[src/rtl/eflags_cond_unit.sv]
// EFLAGS register, pending flag-writer scoreboard and x86 condition evaluator.
// This block sits beside the ALU in the execute stage.
// - eflags_as_src comes straight from a flop, so there is no combinational loop back into the ALU.
// - Condition requests are evaluated against the next EFLAGS value, so a same-cycle ALU or
//   software write is bypassed into the result.

`ifndef EFLAGS_CF
`define EFLAGS_CF 0
`endif
`ifndef EFLAGS_PF
`define EFLAGS_PF 2
`endif
`ifndef EFLAGS_ZF
`define EFLAGS_ZF 6
`endif
`ifndef EFLAGS_SF
`define EFLAGS_SF 7
`endif
`ifndef EFLAGS_OF
`define EFLAGS_OF 11
`endif

module eflags_cond_unit #(
  parameter int unsigned PEND_W = 3,
  parameter int unsigned REG_W  = 32
) (
  input  logic              clk,
  input  logic              rstn,
  input  logic [REG_W-1:0]  alu_eflags,
  input  logic              alu_eflags_update,
  output logic [REG_W-1:0]  eflags_as_src,
  input  logic              wr_issue,
  output logic              issue_ready,
  input  logic              sw_we,
  input  logic [REG_W-1:0]  sw_data,
  input  logic              flush,
  input  logic              cc_valid,
  input  logic [3:0]        cc,
  output logic              cc_ready,
  output logic              cc_done,
  output logic              cc_taken,
  output logic [PEND_W-1:0] pending
);

  localparam int unsigned BitCf = `EFLAGS_CF;
  localparam int unsigned BitPf = `EFLAGS_PF;
  localparam int unsigned BitZf = `EFLAGS_ZF;
  localparam int unsigned BitSf = `EFLAGS_SF;
  localparam int unsigned BitOf = `EFLAGS_OF;

  // Bit 1 of EFLAGS is architecturally reserved and always reads as one.
  localparam logic [REG_W-1:0] FixedOnes = REG_W'(2);
  localparam logic [REG_W-1:0] ResetVal  = REG_W'(2);
  localparam logic [PEND_W-1:0] PendMax  = {PEND_W{1'b1}};

  logic [REG_W-1:0]  eflags_q, eflags_d;
  logic [PEND_W-1:0] pending_q, pending_d;
  logic              cc_done_q, cc_done_d;
  logic              cc_taken_q, cc_taken_d;

  logic pend_zero;
  logic pend_one;
  logic pend_full;
  logic issue_acc;
  logic retire;
  logic cc_accept;
  logic cc_result;

  // Evaluates condition code cc (tttn encoding) against flags.
  // Bits [3:1] pick the base predicate and bit 0 inverts it.
  function automatic logic eval_cc(input logic [3:0] code, input logic [REG_W-1:0] flags);
    logic cf, pf, zf, sf, of_f;
    logic base;
    cf   = flags[BitCf];
    pf   = flags[BitPf];
    zf   = flags[BitZf];
    sf   = flags[BitSf];
    of_f = flags[BitOf];
    unique case (code[3:1])
      3'd0:    base = of_f;
      3'd1:    base = cf;
      3'd2:    base = zf;
      3'd3:    base = cf | zf;
      3'd4:    base = sf;
      3'd5:    base = pf;
      3'd6:    base = sf ^ of_f;
      3'd7:    base = zf | (sf ^ of_f);
      default: base = 1'b0;
    endcase
    return base ^ code[0];
  endfunction

  // Scoreboard status and handshake outputs.
  always_comb begin
    pend_zero   = (pending_q == '0);
    pend_one    = (pending_q == PEND_W'(1));
    pend_full   = (pending_q == PendMax);
    // A retire in the same cycle frees a slot, so a full counter can still accept an issue.
    issue_ready = ~pend_full | alu_eflags_update;
    issue_acc   = wr_issue & issue_ready;
    // An unannounced ALU write at zero still updates the flags but does not underflow the counter.
    retire      = alu_eflags_update & ~pend_zero;
    // The last outstanding writer retiring this cycle is fine, unless a new writer also issues now.
    cc_ready    = pend_zero | (pend_one & alu_eflags_update & ~wr_issue);
    cc_accept   = cc_valid & cc_ready & ~flush;
  end

  // EFLAGS next value: a software write has priority over the ALU result.
  always_comb begin
    eflags_d = eflags_q;
    if (sw_we) begin
      eflags_d = sw_data | FixedOnes;
    end else if (alu_eflags_update) begin
      eflags_d = alu_eflags | FixedOnes;
    end
  end

  // Pending counter next value: flush clears it, and issue plus retire together cancel out.
  always_comb begin
    pending_d = pending_q;
    if (flush) begin
      pending_d = '0;
    end else if (issue_acc && !retire) begin
      pending_d = pending_q + 1'b1;
    end else if (!issue_acc && retire) begin
      pending_d = pending_q - 1'b1;
    end
  end

  // Condition result is taken from the bypassed next-state flags.
  always_comb begin
    cc_result  = eval_cc(cc, eflags_d);
    cc_done_d  = cc_accept;
    cc_taken_d = cc_taken_q;
    if (cc_accept) begin
      cc_taken_d = cc_result;
    end
  end

  // State registers with synchronous active-low reset.
  always_ff @(posedge clk) begin
    if (!rstn) begin
      eflags_q   <= ResetVal;
      pending_q  <= '0;
      cc_done_q  <= 1'b0;
      cc_taken_q <= 1'b0;
    end else begin
      eflags_q   <= eflags_d;
      pending_q  <= pending_d;
      cc_done_q  <= cc_done_d;
      cc_taken_q <= cc_taken_d;
    end
  end

  // Output ports are driven directly from the registers.
  always_comb begin
    eflags_as_src = eflags_q;
    pending       = pending_q;
    cc_done       = cc_done_q;
    cc_taken      = cc_taken_q;
  end

endmodule

[config.mk]
export PLATFORM = sky130hd
export DESIGN_NAME = eflags_cond_unit
export DESIGN_NICKNAME = d
export VERILOG_FILES = /design/src/rtl/eflags_cond_unit.sv
export SDC_FILE = /design/constraint.sdc
export NUM_CORES = 1
export LEC_CHECK = 0
export CAP_MARGIN = 20
export CELL_PAD_IN_SITES_DETAIL_PLACEMENT = 0
export CELL_PAD_IN_SITES_GLOBAL_PLACEMENT = 1
export CORE_MARGIN = 2
export CORE_UTILIZATION = 25
export CTS_CLUSTER_DIAMETER = 30
export DETAILED_ROUTE_END_ITERATION = 8
export PLACE_DENSITY_LB_ADDON = 0.1
export REMOVE_ABC_BUFFERS = 1
export SLEW_MARGIN = 20
export SYNTH_ARGS = -nofsm -noshare
export SYNTH_HDL_FRONTEND = slang
export SYNTH_SLANG_ARGS = --single-unit
[constraint.sdc]
create_clock -name clk -period 2.3 [get_ports clk]
set_clock_uncertainty 0.2 [all_clocks]
set_input_delay 0.345 -clock clk [delete_from_list [all_inputs] [get_ports clk]]
set_output_delay 0.345 -clock clk [all_outputs]
set_load 0.01 [all_outputs]
==> impl_metrics.py, run 1 <==
metrics = {
    "clocking": {
        "cts_htree_levels": 2,
        "clock_latency_ns": 0.28,
        "tritoncts": "built",
        "clockBufferDepth": 2,
        "postCtsSetupRepairBufs": 0,
        "cts_buffers": 5,
        "clk_pin_slew_worst_paths_ns": 0.07,
        "cts_sinks": 36,
        "cts-root-buf": "clkbuf_8",
    },
    "timing": {
        "hold_violations": 0,
        "setup_tns_ns": 0,
        "rsz0062_at_grt": "false",
        "drv_slew": 0,
        "fmax_ghz": 0.455,
        "tightest_slew_ns": 0.511,
        "fin_crit_sh_pct": 95.6,
        "setup_ws_ns": 0.101,
        "slew_headroom_pct": 65.5,
        "fin_crit_ns": 2.20,
        "whs_ns": 0.314,
        "setup_viol": 0,
    },
    "synthesis": {
        "synth.yosys.warnings": 0,
        "syn_avg_cell_area_um2": 8.32,
        "synth_top_cell_by_area": "dfxtp_1",
        "async_reset_ff_share_pct": 0,
        "synth_cell_types": 31,
        "synthTopCellsByArea": "dfxtp_1, mux2i_1, nor2_1, a21oi_1, ha_1",
        "synth_top_area_share_pct": 39.0,
        "seq_area_frac_synth_pct": 39.0,
        "synth_cells": 222,
        "synth_flop_cell": "dfxtp_1",
        "synth_edf_count": 0,
        "ys_ff_latch": 36,
        "syn_area_mm2": 0.00185,
    },
    "finish": {
        "stdcell_count": 438,
        "layout_commonest_cell": "clkdlybuf4s50_1",
        "layout_common_cells": "clkdlybuf4s50_1, nor2_1, dfxtp_1, a21oi_1, mux2i_1",
        "drive_gt1_share_pct": 8.55,
        "n_antenna_cell": 0,
        "area.growth.synth_to_final_pct": 73.8,
        "utilization_pct": 44.5,
        "nets": 419,
        "stdcell_area_mm2": 0.00321,
    },
    "pwr": {
        "finalPower_mw": 1.71,
        "leakagePower_nw": 1.35,
        "ir_drop_v": 0.000202,
        "p_per_area_mw_per_mm2": 532,
    },
    "grt": {
        "grt_start_max_net_pins": 29,
        "grt_pass1_wl_um": 8670,
        "grt-ovfl-total": 0,
        "grt_pass1_vias": 1781,
        "antenna_found_initial": 0,
        "grt_usage_pct": 13.1,
    },
    "worst_setup_path": {
        "cp_max_fo": 4,
        "worstSetupPathType": "flip-flop to primary output",
        "cp.arrival_ns": 1.65,
        "startpoint_type": "flip-flop",
        "required_ns": 1.75,
        "endpoint_kind": "primary output",
    },
    "placed_design": {
        "dp_hpwl_um": 4170,
        "postPlaceCellArea_mm2": 0.00309,
        "io_buffers": 110,
        "pre_cts_slack_ns": -0.0694,
        "place_inst": 430,
        "gp_congestion": 0.763,
    },
    "detailed_routing": {
        "drt-initial-drc-count": 31,
        "wl_per_cell_um": 12.2,
        "routed_via_density": 4.21,
        "ant_nets": 0,
        "drt_first_pass_iters": 4,
        "num_vias": 1846,
        "finalWirelength_um": 5350,
        "drcViolationCount": 0,
    },
    "floorplanning": {
        "fp-row-count": 31,
        "fp.dieH_um": 90.0,
        "core_area_mm2": 0.00721,
        "start_util_pct": 25.6,
        "io_pins": 114,
        "dieArea_mm2": 0.00810,
        "die_w_um": 90.0,
    },
    "flow_run": {
        "cap_viol_max_count": 0,
    },
    "run_status": {
        "outcome": "finished clean",
    },
    "worst_hold_path": {
        "hp-class": "input port to flip-flop",
    },
}
-- cells by family (layout without fill, tap and decap cells) --
kind of cell             count (synthesis)  count (layout)  share of synthesized area [%]
other                                    1               1                          0.203
AND/OR/NAND/NOR                         73              73                           16.5
adder cells (fa/ha/maj)                  6               6                           4.06
multiplexers                            33              33                           19.1
AO/OA/AOI/OAI                           46              46                           14.0
XOR/XNOR                                 3               3                           1.42
buffers and inverters                   24             141                           5.69
flip-flops                              36              36                           39.0
-- critical path, stage by stage (launching register included) --
cell             delay (ns)
dfxtp_2                0.37
inv_1                  0.08
ha_1                   0.19
a31oi_2                0.20
nor2_1                 0.05
clkdlybuf4s50_1        0.47
-- what timing repair did --
item / in CTS / in global routing
resized for setup: 1 / 3
cloned: 0 / 0
setup endpoints to repair: 1 / 1
hold endpoints to repair: 0 / 0
hold buffers: 0 / 0
-- per-layer routing --
layer / up-vias / GRT usage (%) / share of wire [%]
met4: 0 / 3.46 / 0.82
met3: 4 / 5.28 / 8.4
met5: - / 0 / 0
met1: 803 / 16.5 / 44
li1: 975 / - / -
met2: 64 / 20.9 / 46
-- state kept, by name, summed over array words and instances (netlist names) --
| signal | flops |
|---|---|
| eflags_as_src | 31 |
| pending | 3 |
| cc_done | 1 |
| cc_taken | 1 |
-- final timing paths --
check / slack, ns / endpoint / from / cells after the start
worst min-delay path: 0.31 / eflags_as_src[2] / sw_we / 3
worst min register to register: 0.34 / pending[0] / pending[0] / 2
worst max-delay path: 0.10 / cc_ready / pending[1] / 5
worst max register to register: 0.39 / cc_taken / eflags_as_src[7] / 6
-- cells in the mapped netlist (2+ instances only) --
library cell and instances:
nor2_1 60, dfxtp_1 36, a21oi_1 31, mux2i_1 29, inv_1 10, clkbuf_1 7, o21ai_0 7, ha_1 6
and2_1 3, buf_2 3, nand2b_1 3, xor2_1 3, a211oi_1 2, buf_1 2, mux2_2 2, nand2_1 2
nor2b_1 2
-- cell type report --
cell class,instances,area [um2]
well taps,99,124
fillers,760,4000
multi-input cells,162,1030
clock inverters,2,35.0
repair buffers,123,1190
inverters,10,37.5
flip-flops and latches,36,726
clock buffers,6,72.6
-- power breakdown --
group | total, mW | switching (mW) | internal [mW]
Clock | 0.552 | 0.230 | 0.322
Sequential | 0.692 | 0.0255 | 0.667
Combinational | 0.464 | 0.179 | 0.285
Total | 1.71 | 0.434 | 1.27
No activity file was read; power rests on OpenSTA's default activity.
==> run 2: changes to the inputs <==
--- a/config.mk
+++ b/config.mk
@@ -5,7 +5,6 @@
 export SDC_FILE = /design/constraint.sdc
 export NUM_CORES = 1
 export LEC_CHECK = 0
-export CAP_MARGIN = 20
 export CELL_PAD_IN_SITES_DETAIL_PLACEMENT = 0
 export CELL_PAD_IN_SITES_GLOBAL_PLACEMENT = 1
 export CORE_MARGIN = 2
==> results of run 2 <==
Final layout, timing and power as in run 1 (identical DEF).
